`src/rtl/imem_boot_loader.sv`:
```
// imem_boot_loader: receives a length-prefixed byte stream, packs it into
// 32-bit big-endian words, writes them to instruction memory and holds the
// MIPS core in reset until the whole image has been stored.
module imem_boot_loader #(
  parameter int ADDR_W = 10
) (
  input  logic              clk,
  input  logic              rst,
  input  logic [7:0]        in_data,
  input  logic              in_valid,
  output logic              in_ready,
  input  logic              reload,
  output logic              imem_we,
  output logic [ADDR_W-1:0] imem_addr,
  output logic [31:0]       imem_wdata,
  output logic              cpu_rst,
  output logic              done,
  output logic              error
);

  typedef enum logic [2:0] {
    LEN_HI = 3'd0,
    LEN_LO = 3'd1,
    DATA   = 3'd2,
    DRAIN  = 3'd3,
    DONE   = 3'd4,
    ERR    = 3'd5
  } state_t;

  // Capacity in words; a header asking for more than this is rejected.
  localparam logic [16:0] CAP = 17'd1 << ADDR_W;

  state_t              state_r, state_s;
  logic [15:0]         len_r, len_s;
  logic [1:0]          byte_cnt_r, byte_cnt_s;
  logic [16:0]         word_cnt_r, word_cnt_s;
  // Only the three earlier bytes of a word need to be kept; the fourth
  // arrives on the cycle the word is written.
  logic [23:0]         asm_r, asm_s;
  logic [31:0]         word_s;
  logic [15:0]         hdr_len_s;
  logic                accept_s;
  logic                we_s;
  logic [ADDR_W-1:0]   addr_s;
  logic [31:0]         wdata_s;
  logic                cpu_rst_s;
  logic                done_s;
  logic                error_s;

  // Byte acceptance is allowed only in the receiving states and never on a reload cycle.
  always_comb begin
    if (reload) begin
      in_ready = 1'b0;
    end else begin
      in_ready = (state_r == LEN_HI) || (state_r == LEN_LO) || (state_r == DATA);
    end
  end

  assign accept_s  = in_valid & in_ready;
  assign hdr_len_s = {len_r[15:8], in_data};
  assign word_s    = {asm_r, in_data};

  // Next-state and next-output computation; everything defaults to holding.
  always_comb begin
    state_s    = state_r;
    len_s      = len_r;
    byte_cnt_s = byte_cnt_r;
    word_cnt_s = word_cnt_r;
    asm_s      = asm_r;
    we_s       = 1'b0;
    addr_s     = imem_addr;
    wdata_s    = imem_wdata;
    cpu_rst_s  = cpu_rst;
    done_s     = done;
    error_s    = error;
    if (reload) begin
      // Restart: any partial word is dropped and nothing is written.
      state_s    = LEN_HI;
      len_s      = 16'd0;
      byte_cnt_s = 2'd0;
      word_cnt_s = 17'd0;
      asm_s      = 24'd0;
      cpu_rst_s  = 1'b1;
      done_s     = 1'b0;
      error_s    = 1'b0;
    end else begin
      case (state_r)
        LEN_HI: begin
          if (accept_s) begin
            len_s[15:8] = in_data;
            state_s     = LEN_LO;
          end else begin
            state_s = LEN_HI;
          end
        end
        LEN_LO: begin
          if (accept_s) begin
            len_s = hdr_len_s;
            if (hdr_len_s == 16'd0) begin
              state_s   = DONE;
              cpu_rst_s = 1'b0;
              done_s    = 1'b1;
            end else if ({1'b0, hdr_len_s} > CAP) begin
              state_s = ERR;
              error_s = 1'b1;
            end else begin
              state_s    = DATA;
              byte_cnt_s = 2'd0;
              word_cnt_s = 17'd0;
            end
          end else begin
            state_s = LEN_LO;
          end
        end
        DATA: begin
          if (accept_s) begin
            asm_s      = word_s[23:0];
            byte_cnt_s = byte_cnt_r + 2'd1;
            if (byte_cnt_r == 2'd3) begin
              we_s       = 1'b1;
              wdata_s    = word_s;
              addr_s     = word_cnt_r[ADDR_W-1:0];
              word_cnt_s = word_cnt_r + 17'd1;
              if (word_cnt_s == {1'b0, len_r}) begin
                state_s = DRAIN;
              end else begin
                state_s = DATA;
              end
            end else begin
              state_s = DATA;
            end
          end else begin
            state_s = DATA;
          end
        end
        DRAIN: begin
          // Final write pulse is visible now; release the core next edge.
          state_s   = DONE;
          cpu_rst_s = 1'b0;
          done_s    = 1'b1;
        end
        DONE: begin
          state_s = DONE;
        end
        ERR: begin
          state_s = ERR;
        end
        default: begin
          state_s = LEN_HI;
        end
      endcase
    end
  end

  // State and registered outputs, asynchronously cleared by rst.
  always_ff @(posedge clk or negedge rst) begin
    if (!rst) begin
      state_r    <= LEN_HI;
      len_r      <= 16'd0;
      byte_cnt_r <= 2'd0;
      word_cnt_r <= 17'd0;
      asm_r      <= 24'd0;
      imem_we    <= 1'b0;
      imem_addr  <= '0;
      imem_wdata <= 32'd0;
      cpu_rst    <= 1'b1;
      done       <= 1'b0;
      error      <= 1'b0;
    end else begin
      state_r    <= state_s;
      len_r      <= len_s;
      byte_cnt_r <= byte_cnt_s;
      word_cnt_r <= word_cnt_s;
      asm_r      <= asm_s;
      imem_we    <= we_s;
      imem_addr  <= addr_s;
      imem_wdata <= wdata_s;
      cpu_rst    <= cpu_rst_s;
      done       <= done_s;
      error      <= error_s;
    end
  end

endmodule

```
`config.mk`:
```
export PLATFORM = sky130hd
export DESIGN_NAME = imem_boot_loader
export DESIGN_NICKNAME = d
export VERILOG_FILES = /design/src/rtl/imem_boot_loader.sv
export SDC_FILE = /design/constraint.sdc
export NUM_CORES = 1
export LEC_CHECK = 0
export BUFFER_PORTS_ARGS = -buffer_cell sky130_fd_sc_hd__buf_2
export CAP_MARGIN = 15
export CORE_UTILIZATION = 52
export DETAILED_ROUTE_END_ITERATION = 10
export HOLD_SLACK_MARGIN = 0.05
export PLACE_DENSITY = 0.75
export SLEW_MARGIN = 10
export SYNTH_ARGS = -nofsm -noshare
export SYNTH_HDL_FRONTEND = slang
export SYNTH_SLANG_ARGS = --single-unit
```
`constraint.sdc`:
```
create_clock -name clk -period 2.3 [get_ports clk]
set_input_delay 0.69 -clock clk [delete_from_list [all_inputs] [get_ports clk]]
set_output_delay 0.69 -clock clk [all_outputs]
set_load 0.01 [all_outputs]
```
==> out/results.txt <==
status: finished clean
Post-synth EDFFs: 0
Max IR drop VDD: 0.374 mV
post-synth cell types: 52
Synth Area in XOR/XNOR: 0.0519
Syn Area/Cell: 9.10 µm²
DRC Markers: 0
Core Area: 9280 µm²
Die W: 100 µm
sequential element share of the synthesized area: 0.541
largest net degree at the start of global routing: 52
adder-cell share of the synthesized area: 0.00501
clock sink count: 108
commonest non-fill, non-tap cell in the layout: nand2_1
Final Critical Period: 2.17 ns
htree depth: 3
largest family of logic cells by synthesized area: simple AND/OR/NAND/NOR gates
Root Buffer: clkbuf_8
n_diodes: 0
clock tree buffer depth: 2
post-synthesis compound-gate area fraction: 0.100
Clock Skew: 0.0187 ns
Area Overhead vs Synth: 17.0%
GRT Residual Overflow: 0
R2R Path Start: state_r[2]
Cell Rows: 35
die area: 10000 µm²
Initial Utilization: 0.538
power density over the cells: 581 nW/µm²
fill count: 821
Gates resized, CTS repair: 0
All-Layer GR Usage: 0.251
max cap viols: 0
worst-path fanout max: 32
dpl cell area: 5620 µm²
post-synthesis mux area share: 0.0341
register bit total from synthesis: 108
port bufs: 58
share of flip-flops with an asynchronous set or reset: 1.00
wire per inst: 15.8 µm
Post-CTS Setup Inserts: 0
Synth Area in Simple Gates: 0.235
vias in the first global route: 3,741
Crit path required time: 1.61 ns
synthesized area: 4990 µm²
Worst R2R Path Depth: 6
P_leak: 3.03 nW
Cells after Synth: 549
DPL Wire Length: 8360 µm
Design Area, Final: 5840 µm²
FF-to-FF setup slack: 0.22 ns
crit path from: reload
Antenna Nets Post-Route: 0
vias per inst: 5.53
number of synthesis warnings: 0
Skew-Pair Late Insertion Delay: 0.39 ns
Slew Viols, Final: 0
WP data arrival: 1.48 ns
Post-Syn Nets: 563
hold_buf cts: 0
Util after Layout: 0.629
WS Path Type: in -> out
worst rel slew slack: 0.577
Worst setup EP type: output port
RSZ-0062 raised after global routing: no
Post-synth top flop: dfrtp_1
area leader, netlist: dfrtp_1
period utilisation layout: 0.946
most frequent cells in the layout: nand2_1 (189), dfrtp_1 (107), buf_2 (57), buf_4 (35), nor2_1 (34)
GPL Wtd Cong: 0.893
first-pass GRT wire length: 19,400 µm
max frequency: 460 MHz
Hold Crit Class: in -> async
CTS buffer count: 9
Final #Nets: 634
initial antenna violation count: 0
via count: 4,171
clock-pin slew on the worst setup and hold paths: 0.11 ns
drt initial violations: 305
CTS tree: yes
# setup viols final: 0
final WL: 11,900 µm
Worst-Margin Slew: 0.632 ns
Fin. Hold Viols: 0
DRT Pass-1 Iters: 5
Synth area leaders: dfrtp_1 (54%), nand2_1 (14%), mux2i_1 (3.4%)
Worst R2R End: word_cnt_r[11]
CP Launch Type: input port
chip height: 100 µm
Synth top area share: 0.536
worst hold margin: 0.260 ns
share of layout cells above drive strength 1: 0.194
I/O Pins: 59
==> critical path, cell delays in order <==
cell and delay (ns):
buf_2 0.11, buf_4 0.24, a211oi_2 0.26, buf_2 0.17
==> area by class of cell <==
| class | count | area (µm²) | area share |
|---|---|---|---|
| Clock inverter | 7 | 90.1 | 0.0154 |
| Clock buffer | 9 | 124 | 0.0212 |
| Inverter | 6 | 22.5 | 0.00386 |
| Tap cell | 129 | 161 | 0.0276 |
| Multi-Input combinational cell | 401 | 2150 | 0.368 |
| Sequential cell | 108 | 2700 | 0.463 |
| Timing Repair Buffer | 94 | 588 | 0.101 |
==> per-stage QoR <==
step	setup TNS (ns)	std cells	setup slack (ns)	power, mW
floorplan	-0.0206	549	-0.0184	2.11
global placement	-1.04	738	-0.112	2.23
detailed placement	-2.01	738	-0.158	2.23
CTS	0	754	0.0843	3.42
global route	0	754	0.0959	3.52
finish	0	754	0.125	3.40
==> cells by family (layout without fill, tap and decap cells) <==
logic type,count (synthesis),count (layout)
simple gates,276,276
flops,108,108
compound gates,78,78
buf+inv,40,116
xor+xnor,28,28
mux,17,17
fa+ha+maj,2,2
==> layer usage <==
metal / vias to the layer above / global-route usage / share of wire
met3: 10 / 0.0397 / 0.062
met5: - / 0 / 0
li1: 1963 / - / -
met4: 0 / 0.0814 / 0.011
met2: 160 / 0.376 / 0.46
met1: 2038 / 0.378 / 0.47
==> flip-flops by register name, indices dropped and copies added (netlist names) <==
signal      cells
word_cnt_r     17
done            1
cpu_rst         1
imem_addr      10
error           1
imem_wdata     32
state_r         3
byte_cnt_r      2
len_r          16
asm_r          24
imem_we         1
==> cell usage after synthesis, drive strengths merged (3+ instances only) <==
master / instances
nand2: 189
nor4: 7
xor2: 12
nor2b: 3
dfrtp: 107
nor2: 36
nand3: 10
mux2i: 17
a21oi: 18
inv: 5
o21ai: 26
nor3: 10
clkbuf: 31
nand4: 7
buf: 3
a22o: 7
a31oi: 8
and3: 3
xnor2: 15
==> where the power goes <==
part	total, mW	switching, mW	leakage [nW]	internal, mW
Sequential	1.95	0.0309	1.50	1.92
Clock	1.20	0.752	0.102	0.443
Combinational	0.251	0.153	1.42	0.0982
==> worst max-delay path by stage <==
stage,cells past startpoint,end,slack (ns)
floorplan,7,word_cnt_r[2],-0.02
global route,4,in_ready,0.1
finish,4,in_ready,0.13
global placement,7,word_cnt_r[13],-0.11
detailed placement,7,word_cnt_r[11],-0.16
CTS,4,in_ready,0.08
Power figures use the tool's default switching activity.
